## config.mk

```make
export PLATFORM = sky130hd
export DESIGN_NAME = uart_rx_flat
export DESIGN_NICKNAME = d
export VERILOG_FILES = /design/src/rtl/uart_pkg.sv /design/src/rtl/uart_rx_if.sv /design/src/rtl/baud_tick.sv /design/src/rtl/uart_rx.sv /design/src/flat_wrapper.sv
export SDC_FILE = /design/constraint.sdc
export NUM_CORES = 1
export LEC_CHECK = 0
export BUFFER_PORTS_ARGS = -buffer_cell sky130_fd_sc_hd__buf_2
export CAP_MARGIN = 5
export CORE_UTILIZATION = 40
export CTS_CLUSTER_DIAMETER = 50
export DETAILED_ROUTE_END_ITERATION = 7
export PLACE_DENSITY = 0.67
export SETUP_SLACK_MARGIN = 0.02
export SLEW_MARGIN = 30
export SYNTH_ARGS = -nofsm -noshare
export SYNTH_HDL_FRONTEND = slang
export SYNTH_HIERARCHICAL = 1
export SYNTH_SLANG_ARGS = --single-unit
```

## constraint.sdc

```tcl
create_clock -name clk -period 1.6 [get_ports clk]
set_input_delay 0.08 -clock clk [delete_from_list [all_inputs] [get_ports clk]]
set_output_delay 0.08 -clock clk [all_outputs]
set_load 0.01 [all_outputs]
```

## src/rtl/uart_pkg.sv

```systemverilog
// Shared UART definitions: receiver FSM states and default framing parameters.
package uart_pkg;

    localparam int unsigned DEF_DIVISOR    = 27;
    localparam int unsigned DEF_OVERSAMPLE = 16;
    localparam int unsigned DEF_DATA_BITS  = 8;

    typedef enum logic [2:0] {
        ST_IDLE,
        ST_START,
        ST_DATA,
        ST_STOP,
        ST_BREAK
    } rx_state_t;

endpackage

```

## src/rtl/uart_rx_if.sv

```systemverilog
// Byte output port of the UART receiver: valid/ready handshake plus error pulses.
interface uart_rx_if
    import uart_pkg::*;
#(
    parameter int unsigned DATA_BITS = DEF_DATA_BITS
);
    logic [DATA_BITS-1:0] out_data;
    logic                 out_valid;
    logic                 out_ready;
    logic                 frame_err;
    logic                 overrun;

    modport master (
        output out_data,
        output out_valid,
        input  out_ready,
        output frame_err,
        output overrun
    );

    modport slave (
        input  out_data,
        input  out_valid,
        output out_ready,
        input  frame_err,
        input  overrun
    );
endinterface

```

## src/rtl/baud_tick.sv

```systemverilog
// Restartable clock divider producing a one-cycle oversample tick every DIVISOR clocks.
module baud_tick #(
    parameter int unsigned DIVISOR = 27
) (
    input  logic clk,
    input  logic rst,
    input  logic restart,
    output logic tick
);
    localparam int unsigned CW = (DIVISOR > 1) ? $clog2(DIVISOR) : 1;

    logic [CW-1:0] cnt;
    logic [CW-1:0] cnt_n;

    // Next count: wraps at DIVISOR-1, forced to zero on restart.
    always_comb begin
        cnt_n = '0;
        if (!restart && (cnt != CW'(DIVISOR - 1))) begin
            cnt_n = cnt + CW'(1);
        end
    end

    // Tick is registered one cycle ahead so it is high while cnt sits at DIVISOR-1.
    always_ff @(posedge clk) begin
        if (rst) begin
            cnt  <= '0;
            tick <= 1'b0;
        end else begin
            cnt  <= cnt_n;
            tick <= (cnt_n == CW'(DIVISOR - 1));
        end
    end
endmodule

```

## src/rtl/uart_rx.sv

```systemverilog
// UART receiver: oversampled start/data/stop recovery with a one-entry output holding register.
module uart_rx
    import uart_pkg::*;
#(
    parameter int unsigned DIVISOR    = DEF_DIVISOR,
    parameter int unsigned OVERSAMPLE = DEF_OVERSAMPLE,
    parameter int unsigned DATA_BITS  = DEF_DATA_BITS
) (
    input  logic      clk,
    input  logic      rst,
    input  logic      rx,
    uart_rx_if.master bus
);
    localparam int unsigned SW   = $clog2(OVERSAMPLE);
    localparam int unsigned BW   = $clog2(DATA_BITS);
    localparam int unsigned HALF = OVERSAMPLE / 2;

    logic                 rx_meta;
    logic                 rxs;
    rx_state_t            state;
    logic [SW-1:0]        scnt;
    logic [BW-1:0]        bitcnt;
    logic [DATA_BITS-1:0] shreg;
    logic [1:0]           settle;
    logic                 tick;
    logic                 restart_c;
    logic                 sample_c;

    // Divider and sample counter are held at zero until a start edge is seen.
    assign restart_c = (state == ST_IDLE) || (state == ST_BREAK);

    // Sample point: mid start bit in START, then one full bit period apart.
    assign sample_c = tick && (scnt == ((state == ST_START) ? SW'(HALF - 1) : SW'(OVERSAMPLE - 1)));

    baud_tick #(
        .DIVISOR (DIVISOR)
    ) u_baud_tick (
        .clk     (clk),
        .rst     (rst),
        .restart (restart_c),
        .tick    (tick)
    );

    // Two-flop synchronizer on the asynchronous line, idle-high after reset.
    always_ff @(posedge clk) begin
        if (rst) begin
            rx_meta <= 1'b1;
            rxs     <= 1'b1;
        end else begin
            rx_meta <= rx;
            rxs     <= rx_meta;
        end
    end

    // Frame FSM, sample counter, shift register and output holding register.
    always_ff @(posedge clk) begin
        if (rst) begin
            state         <= ST_IDLE;
            scnt          <= '0;
            bitcnt        <= '0;
            shreg         <= '0;
            settle        <= 2'd3;
            bus.out_data  <= '0;
            bus.out_valid <= 1'b0;
            bus.frame_err <= 1'b0;
            bus.overrun   <= 1'b0;
        end else begin
            bus.frame_err <= 1'b0;
            bus.overrun   <= 1'b0;

            if (bus.out_valid && bus.out_ready) begin
                bus.out_valid <= 1'b0;
            end

            if (restart_c) begin
                scnt <= '0;
            end else if (tick) begin
                scnt <= sample_c ? '0 : scnt + SW'(1);
            end

            case (state)
                // After reset, wait for the synchronizer to carry a real line value;
                // a line still low at that point is a break, not a start bit.
                ST_IDLE: begin
                    if (settle != 2'd0) begin
                        settle <= settle - 2'd1;
                        if ((settle == 2'd1) && !rxs) begin
                            state <= ST_BREAK;
                        end
                    end else if (!rxs) begin
                        state <= ST_START;
                    end
                end
                ST_START: begin
                    if (sample_c) begin
                        state <= rxs ? ST_IDLE : ST_DATA;
                    end
                end
                ST_DATA: begin
                    if (sample_c) begin
                        shreg <= {rxs, shreg[DATA_BITS-1:1]};
                        if (bitcnt == BW'(DATA_BITS - 1)) begin
                            bitcnt <= '0;
                            state  <= ST_STOP;
                        end else begin
                            bitcnt <= bitcnt + BW'(1);
                        end
                    end
                end
                ST_STOP: begin
                    if (sample_c) begin
                        if (rxs) begin
                            state <= ST_IDLE;
                            if (!bus.out_valid || bus.out_ready) begin
                                bus.out_data  <= shreg;
                                bus.out_valid <= 1'b1;
                            end else begin
                                bus.overrun <= 1'b1;
                            end
                        end else begin
                            state         <= ST_BREAK;
                            bus.frame_err <= 1'b1;
                        end
                    end
                end
                ST_BREAK: begin
                    if (rxs) begin
                        state <= ST_IDLE;
                    end
                end
                default: state <= ST_IDLE;
            endcase
        end
    end
endmodule

```

## src/flat_wrapper.sv

```systemverilog
// flat-port wrapper written by rule: the top's interface ports become plain ports
module uart_rx_flat import uart_pkg::*;
#(
    parameter int unsigned DIVISOR    = DEF_DIVISOR,
    parameter int unsigned OVERSAMPLE = DEF_OVERSAMPLE,
    parameter int unsigned DATA_BITS  = DEF_DATA_BITS
)
  (clk, rst, rx, bus_out_data, bus_out_valid, bus_out_ready, bus_frame_err, bus_overrun);
  uart_rx_if #(.DATA_BITS(DATA_BITS)) bus_i ();
  input  logic clk;
  input  logic rst;
  input  logic rx;
  output wire logic [$bits(bus_i.out_data)-1:0] bus_out_data;
  output wire logic [$bits(bus_i.out_valid)-1:0] bus_out_valid;
  input wire logic [$bits(bus_i.out_ready)-1:0] bus_out_ready;
  output wire logic [$bits(bus_i.frame_err)-1:0] bus_frame_err;
  output wire logic [$bits(bus_i.overrun)-1:0] bus_overrun;
  assign bus_out_data = bus_i.out_data;
  assign bus_out_valid = bus_i.out_valid;
  assign bus_i.out_ready = bus_out_ready;
  assign bus_frame_err = bus_i.frame_err;
  assign bus_overrun = bus_i.overrun;
  uart_rx #(.DIVISOR(DIVISOR), .OVERSAMPLE(OVERSAMPLE), .DATA_BITS(DATA_BITS)) u_core (.clk(clk), .rst(rst), .rx(rx), .bus(bus_i));
endmodule
```

==> results.md <==
## Outcome
* status: completed

## Floorplanning
* number of placed I/O pins: 15
* floorplan die height: 67.8 um
* core region area: 0.00409 mm^2
* die boundary width: 67.8 um
* starting density of the core: 42.4%
* area of the die: 0.00460 mm^2
* row count: 23

## Yosys
* post-synth top area cell: sky130_fd_sc_hd__dfxtp_1
* cell area after synthesis: 0.00173 mm^2
* number of enable-type register cells in the synthesized netlist: 0
* sequential share of the synthesized area: 45.0%
* count of synthesis-stage warnings from yosys: 6
* number of nets in the synthesized netlist: 183
* flip-flop and latch count after synthesis: 39
* number of unique standard cell types used by synthesis: 40
* synthesized area per cell: 10.1 um^2
* number of instances in the synthesized netlist: 172
* flip-flop cell with the highest count after synthesis: sky130_fd_sc_hd__dfxtp_1
* top post-synthesis cells by count: sky130_fd_sc_hd__dfxtp_1, sky130_fd_sc_hd__nor2_1, sky130_fd_sc_hd__mux2i_1
* top post-synthesis cells by area: sky130_fd_sc_hd__dfxtp_1, sky130_fd_sc_hd__mux2i_1, sky130_fd_sc_hd__nor2_1
* fraction of registers with async set or reset after synthesis: 0%
* top-count cell post-synth: sky130_fd_sc_hd__dfxtp_1
* area share of the largest cell type after synthesis: 45.0%

## Global routing
* wire length of the first global-routing pass: 5040 um
* total global routing overflow: 0
* maximum number of pins on one net before global-route repair: 33
* vias in the first global route: 1134
* number of antenna violations at the first check in global routing: 0
* Global Route Usage Sum: 14.9%

## Layout
* count of fill cells added during filler insertion: 394
* FF+latch area: 786 um^2
* Post-layout nets: 207
* area taken by multi-input logic gates: 878 um^2
* Area growth, synth to finish: 18.6%
* fraction of layout instances using a drive strength above 1: 24.4%
* finished layout cell area: 0.00206 mm^2
* Diodes inserted: 0

## Routing
* average routed wire per standard cell: 11.7 um
* 1st-pass router iterations: 4
* total DRC errors in the routed layout: 0
* Routed WL: 2890 um
* vias: 1228
* violation count after the first detailed-route iteration: 49
* number of vias per cell: 4.97
* antenna-violating nets left: 0

## Worst setup path
* endpoint arrival time on the critical path: 1680 ps
* kind of critical path: flop to flop
* worst-path fanout max: 6
* slowest cell on the critical path: sky130_fd_sc_hd__dfxtp_2
* critical path, cell by cell: ha_4 > nand3_4 > buf_6 > nor3_4 > clkbuf_16 > mux2i_1 > nor2_1
* CP max stage delay: 350 ps
* Data required, critical path: 1760 ps
* Crit. End Element: flop
* nature of the critical path startpoint: flop

## Placement
* post-DP HPWL: 1900 um
* Post-DP Area: 0.00189 mm^2
* gp weighted congestion: 0.728
* buffers added on ports: 14

## STA
* Hold Violations, Final: 0
* final clock period utilization by the worst path: 95.3%
* final setup skew: 7.89 ps
* final setup vio count: 0
* final-report max-slew violation count: 0
* upper clock frequency limit: 656 MHz
* slew of the pin with the lowest slew margin: 548 ps
* setup repair after global routing missed its margin: true
* Total Negative Setup Slacks: 0 ps
* slew margin rel.: 63.5%
* clock period minus worst slack: 1520 ps

## Clock network
* buffer cell driving the clock tree root: sky130_fd_sc_hd__clkbuf_8
* number of clock sinks: 39
* # H-tree levels: 2
* clock-pin slew reported for the worst setup and hold paths after clock tree synthesis: 80 ps
* later-pin clock latency in the skew report: 290 ps
* number of buffers inserted during clock tree synthesis: 5
* TritonCTS clock tree: built
* buffer levels on the longest clock path: 2

## Power and ir drop
* total design power: 2.04 mW
* relative contribution of combinational cells to total power: 15.4%
* part of the power in the clock network: 34.0%
* Power Internal: 1.52 mW
* net switching power of the design: 0.526 mW
* Power per Cell Area: 994 mW/mm^2
* share of total power consumed by net switching: 25.7%
* sequential cell fraction of total power: 50.5%
* Leak Pwr: 0.819 nW
* Worst IR Drop VDD: 0.625 mV

## Worst hold path
* hold crit path type: input port to flop

## Job
* count of maximum capacitance violations: 0

## cell usage in the layout, fill, tap and decap left out, types with 4 or more instances in the layout
cell,count
sky130_fd_sc_hd__buf_2,14
sky130_fd_sc_hd__buf_4,7
sky130_fd_sc_hd__clkbuf_8,6
sky130_fd_sc_hd__dfxtp_1,35
sky130_fd_sc_hd__dfxtp_2,4
sky130_fd_sc_hd__ha_1,6
sky130_fd_sc_hd__inv_1,6
sky130_fd_sc_hd__mux2i_1,20
sky130_fd_sc_hd__nand2b_1,5
sky130_fd_sc_hd__nor2_1,34
sky130_fd_sc_hd__nor3_1,7
sky130_fd_sc_hd__xnor2_1,5
sky130_fd_sc_hd__xor2_1,4
## routing by layer
layer  vias up  wire (um)  GRT usage (%)
met5         -          0              0
met4         0         23           7.03
met3         2         91           4.50
met2        14       1260           22.0
met1       574       1520           19.8
li1        638          -              -
## power by group through the flow
stage                     registers, mW  logic [mW]  clock network [mW]
final                              1.03       0.315               0.696
after global routing               1.04       0.359               0.776
after CTS                          1.03       0.317               0.730
after detailed placement           1.06       0.311                   0
after global placement             1.06       0.309                   0
after floorplan                    1.05       0.281                   0
## repair_timing
action | 4_1_cts | 5_1_grt
hold buffers | 1 | 0
hold endpoints to repair | 1 | 0
gates cloned | 0 | 1
setup buffers | 0 | 1
resized for setup | 1 | 6
endpoints found under the setup margin | 5 | 18
pin swaps | 1 | 1
## worst max-delay path: cells and delay by family, from the launching register on
family                   cells  cell delay (ps)
AND/OR/NAND/NOR              3              370
buffers and inverters        2              360
flip-flops                   1              350
adder cells (fa/ha/maj)      1              160
multiplexers                 1              170
## logic make-up after synthesis
kind of cell / after synthesis / share of synthesized area [%]
compound gates: 12 / 5.05
xor+xnor: 9 / 4.55
fa+ha+maj: 7 / 5.05
buf+inv: 15 / 5.05
flops: 39 / 45.0
mux: 20 / 11.5
simple gates: 70 / 23.7
## final timing paths
kind	startpoint	end	slack (ps)	cells after the start
max	u_core/scnt[0]	u_core/shreg[1]	80	7
max reg2reg	u_core/scnt[0]	u_core/shreg[1]	80	7
min	bus_out_ready	u_core/bus.overrun	90	3
min reg2reg	u_core/rx_meta	u_core/rxs	420	1
## area by class of cell
type | instances | area share [%]
Sequential cell | 39 | 38.2
Clock buffer | 6 | 4.01
Multi-Input combinational cell | 118 | 42.7
Clock inverter | 2 | 0.791
Timing Repair Buffer | 26 | 10.2
Inverter | 6 | 1.09
Tap cell | 50 | 3.04
## registers in the layout, summed over array words and instances, names as in the netlist
name and cells:
u_core/bus.out_data 8, u_core/rx_meta 1, u_core/bus.frame_err 1, u_core/bitcnt 3
u_core/state 3, u_core/scnt 4, u_core/settle 2, u_core/u_baud_tick/tick 1
u_core/bus.overrun 1, u_core/shreg 8, u_core/u_baud_tick/cnt 5, u_core/rxs 1
u_core/bus.out_valid 1
## stage by stage
stage / utilization [%] / std cells / setup slack [ps] / hold slack (ps)
after floorplan: - / 172 / 98.7 / 184
after global placement: 46.4 / 236 / 40.3 / 264
after detailed placement: 46.4 / 236 / 18.2 / 265
after CTS: 49.1 / 245 / 23.5 / 84.4
after global routing: 50.3 / 247 / 3.17 / 127
final: 50.3 / 247 / 75.8 / 94.4
Power figures use the tool's default switching activity.
